==> config.mk <==
export PLATFORM = sky130hd
export DESIGN_NAME = mpsoc_wb_burst_master
export DESIGN_NICKNAME = d
export VERILOG_FILES = /design/src/rtl/mpsoc_wb_pkg.sv /design/src/rtl/mpsoc_wb_next_adr.sv /design/src/rtl/mpsoc_wb_burst_master.sv
export SDC_FILE = /design/constraint.sdc
export NUM_CORES = 1
export LEC_CHECK = 0
export CAP_MARGIN = 40
export CORE_MARGIN = 2
export CORE_UTILIZATION = 30
export CTS_CLUSTER_DIAMETER = 50
export DETAILED_ROUTE_END_ITERATION = 16
export GPL_TIMING_DRIVEN = 0
export SETUP_SLACK_MARGIN = 0.15
export SYNTH_ARGS = -nofsm -noshare
export SYNTH_HDL_FRONTEND = slang
export SYNTH_HIERARCHICAL = 1
export SYNTH_SLANG_ARGS = --single-unit
export TNS_END_PERCENT = 10
==> constraint.sdc <==
create_clock -name wb_clk_i -period 3.25 [get_ports wb_clk_i]
set_input_delay 0.325 -clock wb_clk_i [delete_from_list [all_inputs] [get_ports wb_clk_i]]
set_output_delay 0.325 -clock wb_clk_i [all_outputs]
set_load 0.05 [all_outputs]
==> src/rtl/mpsoc_wb_pkg.sv <==
// mpsoc_wb_pkg: Wishbone B3 cycle-type/burst-type encodings and burst master state type.
package mpsoc_wb_pkg;
  localparam logic [2:0] CTI_CLASSIC = 3'b000;
  localparam logic [2:0] CTI_INCR    = 3'b010;
  localparam logic [2:0] CTI_EOB     = 3'b111;
  localparam logic [1:0] BTE_LINEAR  = 2'd0;
  localparam logic [1:0] BTE_WRAP4   = 2'd1;
  localparam logic [1:0] BTE_WRAP8   = 2'd2;
  localparam logic [1:0] BTE_WRAP16  = 2'd3;
  typedef enum logic [1:0] {IDLE, BUS, DONE} state_t;
endpackage

==> src/rtl/mpsoc_wb_next_adr.sv <==
// mpsoc_wb_next_adr: next beat byte address, wrapping the low word bits for wrap bursts.
module mpsoc_wb_next_adr
  import mpsoc_wb_pkg::*;
#(
  parameter int AW = 32
) (
  input  logic [AW-1:0] adr_i,
  input  logic [1:0]    bte_i,
  output logic [AW-1:0] adr_o
);
  localparam int WW = AW - 2;
  logic [WW-1:0] w, inc, mask;
  always_comb begin
    w     = adr_i[AW-1:2];
    inc   = w + 1'b1;
    mask  = bte_i == BTE_WRAP4  ? WW'(3)  :
            bte_i == BTE_WRAP8  ? WW'(7)  :
            bte_i == BTE_WRAP16 ? WW'(15) : '1;
    adr_o = {(w & ~mask) | (inc & mask), adr_i[1:0]};
  end
endmodule

==> src/rtl/mpsoc_wb_burst_master.sv <==
// mpsoc_wb_burst_master: Wishbone B3 initiator turning one command into a classic or incrementing burst cycle.
module mpsoc_wb_burst_master
  import mpsoc_wb_pkg::*;
#(
  parameter int  AW        = 32,
  parameter int  DW        = 32,
  parameter int  MAX_BURST = 16,
  localparam int LW        = $clog2(MAX_BURST + 1)
) (
  input  logic          wb_clk_i,
  input  logic          wb_rst_ni,
  input  logic          cmd_valid,
  output logic          cmd_ready,
  input  logic [AW-1:0] cmd_adr,
  input  logic [LW-1:0] cmd_len,
  input  logic          cmd_we,
  input  logic [1:0]    cmd_bte,
  input  logic [3:0]    cmd_sel,
  input  logic          wr_valid,
  output logic          wr_ready,
  input  logic [DW-1:0] wr_data,
  output logic          rd_valid,
  output logic [DW-1:0] rd_data,
  output logic          done,
  output logic          done_err,
  output logic [AW-1:0] wb_adr_o,
  output logic [DW-1:0] wb_dat_o,
  output logic [3:0]    wb_sel_o,
  output logic          wb_we_o,
  output logic [2:0]    wb_cti_o,
  output logic [1:0]    wb_bte_o,
  output logic          wb_cyc_o,
  output logic          wb_stb_o,
  input  logic [DW-1:0] wb_dat_i,
  input  logic          wb_ack_i,
  input  logic          wb_err_i
);
  localparam logic [LW-1:0] MAX_LEN = LW'(MAX_BURST);
  state_t        state_q, state_d;
  logic [AW-1:0] adr_q, adr_d, adr_nx;
  logic [DW-1:0] dat_q, dat_d, rdd_q, rdd_d;
  logic [3:0]    sel_q, sel_d;
  logic [2:0]    cti_q, cti_d;
  logic [1:0]    bte_q, bte_d;
  logic          we_q, we_d, cyc_q, cyc_d, stb_q, stb_d, err_q, err_d, rdv_q, rdv_d;
  logic [LW-1:0] len_q, len_d, iss_q, iss_d, cmp_q, cmp_d, cmp_nx;
  logic          beat_ack, beat_err, last;
  mpsoc_wb_next_adr #(.AW(AW)) u_next_adr (
    .adr_i(adr_q),
    .bte_i(bte_q),
    .adr_o(adr_nx)
  );
  // ack together with err is treated as an error beat
  assign beat_err  = cyc_q & stb_q & wb_err_i;
  assign beat_ack  = cyc_q & stb_q & wb_ack_i & ~wb_err_i;
  assign cmp_nx    = cmp_q + 1'b1;
  assign last      = cmp_nx == len_q;
  assign wr_ready  = state_q == BUS && we_q && iss_q != len_q && (!stb_q || beat_ack);
  assign cmd_ready = state_q == IDLE;
  assign done      = state_q == DONE;
  assign done_err  = done & err_q;
  assign rd_valid  = rdv_q;
  assign rd_data   = rdd_q;
  assign wb_adr_o  = adr_q;
  assign wb_dat_o  = dat_q;
  assign wb_sel_o  = sel_q;
  assign wb_we_o   = we_q;
  assign wb_cti_o  = cti_q;
  assign wb_bte_o  = bte_q;
  assign wb_cyc_o  = cyc_q;
  assign wb_stb_o  = stb_q;
  always_comb begin
    state_d = state_q;
    adr_d   = adr_q;
    dat_d   = dat_q;
    sel_d   = sel_q;
    we_d    = we_q;
    cti_d   = cti_q;
    bte_d   = bte_q;
    cyc_d   = cyc_q;
    stb_d   = stb_q;
    len_d   = len_q;
    iss_d   = iss_q;
    cmp_d   = cmp_q;
    err_d   = err_q;
    rdv_d   = 1'b0;
    rdd_d   = rdd_q;
    case (state_q)
      IDLE: if (cmd_valid) begin
        len_d   = cmd_len;
        adr_d   = cmd_adr;
        sel_d   = cmd_sel;
        we_d    = cmd_we;
        bte_d   = cmd_bte;
        iss_d   = '0;
        cmp_d   = '0;
        err_d   = cmd_len > MAX_LEN;
        cti_d   = cmd_len == LW'(1) ? CTI_CLASSIC : CTI_INCR;
        state_d = (cmd_len == '0 || cmd_len > MAX_LEN) ? DONE : BUS;
        cyc_d   = state_d == BUS;
        // writes hold stb low until the first data word arrives
        stb_d   = state_d == BUS && !cmd_we;
      end
      BUS: if (beat_err) begin
        state_d = DONE;
        cyc_d   = 1'b0;
        stb_d   = 1'b0;
        err_d   = 1'b1;
      end else begin
        if (beat_ack) begin
          cmp_d = cmp_nx;
          adr_d = adr_nx;
          rdv_d = !we_q;
          rdd_d = wb_dat_i;
          cti_d = cmp_nx == len_q - 1'b1 ? CTI_EOB : CTI_INCR;
          if (last) begin
            state_d = DONE;
            cyc_d   = 1'b0;
            stb_d   = 1'b0;
          end
        end
        if (wr_ready) begin
          stb_d = wr_valid;
          dat_d = wr_valid ? wr_data : dat_q;
          iss_d = wr_valid ? iss_q + 1'b1 : iss_q;
        end
      end
      default: state_d = IDLE;
    endcase
  end
  always_ff @(posedge wb_clk_i or negedge wb_rst_ni) begin
    if (!wb_rst_ni) begin
      state_q <= IDLE;
      adr_q   <= '0;
      dat_q   <= '0;
      sel_q   <= '0;
      we_q    <= 1'b0;
      cti_q   <= CTI_CLASSIC;
      bte_q   <= BTE_LINEAR;
      cyc_q   <= 1'b0;
      stb_q   <= 1'b0;
      len_q   <= '0;
      iss_q   <= '0;
      cmp_q   <= '0;
      err_q   <= 1'b0;
      rdv_q   <= 1'b0;
      rdd_q   <= '0;
    end else begin
      state_q <= state_d;
      adr_q   <= adr_d;
      dat_q   <= dat_d;
      sel_q   <= sel_d;
      we_q    <= we_d;
      cti_q   <= cti_d;
      bte_q   <= bte_d;
      cyc_q   <= cyc_d;
      stb_q   <= stb_d;
      len_q   <= len_d;
      iss_q   <= iss_d;
      cmp_q   <= cmp_d;
      err_q   <= err_d;
      rdv_q   <= rdv_d;
      rdd_q   <= rdd_d;
    end
  end
endmodule

==> parameters.txt <==
Parameter                              Value

Die
  Die span in x    149.6 um
  Vertical die dimension    149.6 um
  Number of top-level pins    227
  Area enclosed by the die boundary    22,380 um2
  Core Footprint    20,890 um2
  Initial core utilization    30.45%
  Core Rows    53

Clock network
  Worst-path clk slew    0.06 ns
  Level count of the clock H-tree    4
  Buffer levels on the longest clock path    2
  Clock root cell    clkbuf_16
  TritonCTS clock tree    yes
  Worst skew pair latency    0.41 ns
  Number of clock sinks    126
  Post-CTS setup buffers    0
  CTS Buf Count    17

Min path
  Startpoint of the most critical hold path    wb_dat_i[25]
  Type of the tightest min-delay check    in -> reg

Setup path
  Arrival time worst endpoint    2.60 ns
  Reg-to-Reg Start    wb_bte_o[1]
  Biggest fanout along the worst timing path    8
  Crit path from    wb_cyc_o
  Critical Path RT    2.92 ns
  Worst setup path category    reg -> out
  Element type at the critical path end    output port
  Kind of launch point of the worst setup path    register

Power
  Clock power share    30.4%
  P_sw    2.192 mW
  Relative contribution of combinational cells to total power    36.7%
  Cell Pwr Density    643.1 nW/um2
  Sequential power share    32.8%
  Maximum VDD drop    0.3391 mV
  Leakage component of the power    4.192 nW
  Total internal power    3.970 mW
  Fraction of power spent switching nets    35.57%
  Tot Pwr    6.162 mW

Timing
  Hold violation count in the final report    0
  Fin crit share    90.15%
  Setup_tns    0 ns
  Maximum clock skew at final layout    0.01083 ns
  Final-layout worst hold slack    0.4350 ns
  Fmax    341.3 MHz
  Final setup violation count    0
  Worst slew margin    58.59%
  Post-layout min period    2.930 ns
  Max-slew violation count    0
  Transition time of the tightest slew-check pin    0.6188 ns
  Final Worst Setup Slack    0.3202 ns
  RSZ-0062 raised after global routing    no

Place
  Post-detailed-placement cell area    8996 um2
  Detailed placer's ending HPWL    13,030 um
  Instance count after placement with tap cells included    1,117
  Post-Place Setup Slack    0.3612 ns
  Final RePlAce weighted congestion    0.7720
  Port Buffers    226

Yosys
  Count of flip-flops with a built-in enable after synthesis    0
  Leading cell types by count after synthesis    140 x nand2_1, 126 x dfrtp_1, 42 x nor2_1
  Post-synthesis sequential area ratio    49.57%
  Synth area leaders    dfrtp_1 50%, nand2_1 8.3%, mux2_4 7.6%
  Warnings from Yosys    6
  Proportion of netlist area held by the largest area contributor    49.57%
  Most used flip-flop cell after synthesis    dfrtp_1
  Summed instance area of the synthesized netlist    6361 um2
  Synth unique cells    62
  Syn_nets    736
  Total of flip-flops plus latches after synthesis    126
  Cell with the most instances after synthesis    nand2_1
  Mapped Cells    615
  Cell accounting for the most synthesized area    dfrtp_1
  Synthesized area per cell    10.34 um2
  Async set-reset flop share out of synthesis    100.0%

Global routing
  Antenna violations before repair    0
  First-pass GRT wire length    28,630 um
  Routing layer with the top usage in global route    met2
  Fraction of met1 tracks used by global routing    21.76%
  GRT met2 Usage    24.91%
  Global-route congestion overflow total    0
  GRT met3 Usage    5.823%
  Overall global routing resource usage    16.35%
  Largest net degree at the start of global routing    66
  Vias in the first global route    5,344

Final layout
  Area Growth Syn to Fin    50.63%
  Antenna Diode Count    0
  Filler instances    2,017
  Final design utilization    45.87%
  Final Instance Area    9582 um2
  Post-route insts no fill    1,149
  # nets final    983
  Proportion of layout cells with a drive suffix above 1    12.59%

Job
  Number of maximum-capacitance violations    0

Routing
  Drt first pass iters    4
  Via count normalized by instance count    4.541
  Total wirelength of the detailed-routed design    17,840 um
  Total via count after detailed routing    5,218
  Count of nets left with antenna violations after detail routing    0
  Average wire per standard cell    15.53 um
  DRC marker count from the first detailed-route iteration    221
  Remaining routing DRC violations    0

Run status
  Result of the run    finished, final reports clean
sequential cells by signal, indices dropped and copies added (netlist names):
| register | flops |
|---|---|
| cmp_q | 5 |
| err_q | 1 |
| iss_q | 5 |
| len_q | 5 |
| rd_data | 32 |
| rd_valid | 1 |
| state_q | 2 |
| wb_adr_o | 32 |
| wb_bte_o | 2 |
| wb_cti_o | 2 |
| wb_cyc_o | 1 |
| wb_dat_o | 32 |
| wb_sel_o | 4 |
| wb_stb_o | 1 |
| wb_we_o | 1 |
power groups by stage:
stage / logic (mW) / clock network [mW] / registers, mW
floorplan: 0.670 / 0 / 2.84
global placement: 2.26 / 0 / 2.04
detailed placement: 2.28 / 0 / 2.05
CTS: 2.29 / 1.93 / 2.02
global route: 2.38 / 2.01 / 2.06
finish: 2.26 / 1.88 / 2.02
worst paths after layout:
check | endpoint | slack, ns | cells past startpoint
min in group asynchronous | rd_data[30] | 0.46 | 2
min | rd_data[25] | 0.43 | 3
max | wr_ready | 0.32 | 4
max in group asynchronous | wb_dat_o[18] | 2.06 | 3
min reg2reg | rd_data[24] | 0.47 | 2
max reg2reg | wb_adr_o[29] | 1.07 | 8
cell families (layout without fill, tap and decap cells):
logic type | Yosys count | after routing | share of synthesized area [%]
AND/OR/NAND/NOR | 258 | 258 | 19.22
multiplexers | 66 | 66 | 12.92
AO/OA/AOI/OAI | 66 | 66 | 6.688
XOR/XNOR | 47 | 47 | 6.471
flip-flops | 126 | 126 | 49.57
adder cells (fa/ha/maj) | 7 | 7 | 1.377
buffers and inverters | 45 | 304 | 3.757
critical path: stages, from the launching register on:
cell and delay, ns:
dfrtp_1 0.46, nand3b_1 0.12, a211oi_2 0.40, a21boi_0 0.33, clkdlybuf4s50_1 0.89
metal layers:
layer	part of all wire, %	vias to the layer above	routed length, um
li1	-	2576	-
met1	45	2454	8055
met2	44	172	7924
met3	9.0	16	1607
met4	1.4	0	254
met5	0	-	0
timing repair:
item                      in CTS  in global routing
hold endpoints to repair      61                  0
hold buffers                   1                  0
resized for setup              0                  0
layout by cell type (no fill, tap or decap), types with 3 or more instances in the layout:
master	instances
a21oi_1	33
and2_1	4
and3_1	5
and4_1	3
buf_2	16
buf_4	3
buf_6	6
clkbuf_1	9
clkbuf_16	17
clkdlybuf4s50_1	225
clkinv_2	3
clkinvlp_4	3
dfrtp_1	126
ha_1	7
inv_1	12
mux2_4	32
mux2i_1	33
nand2_1	140
nand3_1	19
nand3b_1	4
nand4_1	10
nor2_1	42
nor3_1	5
nor3_2	3
nor3b_1	3
nor4_1	3
o21ai_0	9
xnor2_1	34
xor2_1	13
area by class of cell:
class,instances,area [um2],area share [%]
sequential,126,3153,32.91
multi-input combinational,444,2969,30.99
timing repair buffer,228,2301,24.01
clock buffer,21,460.4,4.805
tap,275,344.1,3.591
buffer,33,193.9,2.024
clock inverter,10,115.1,1.201
inverter,12,45.04,0.4701
(Power assumes the default switching activity.)
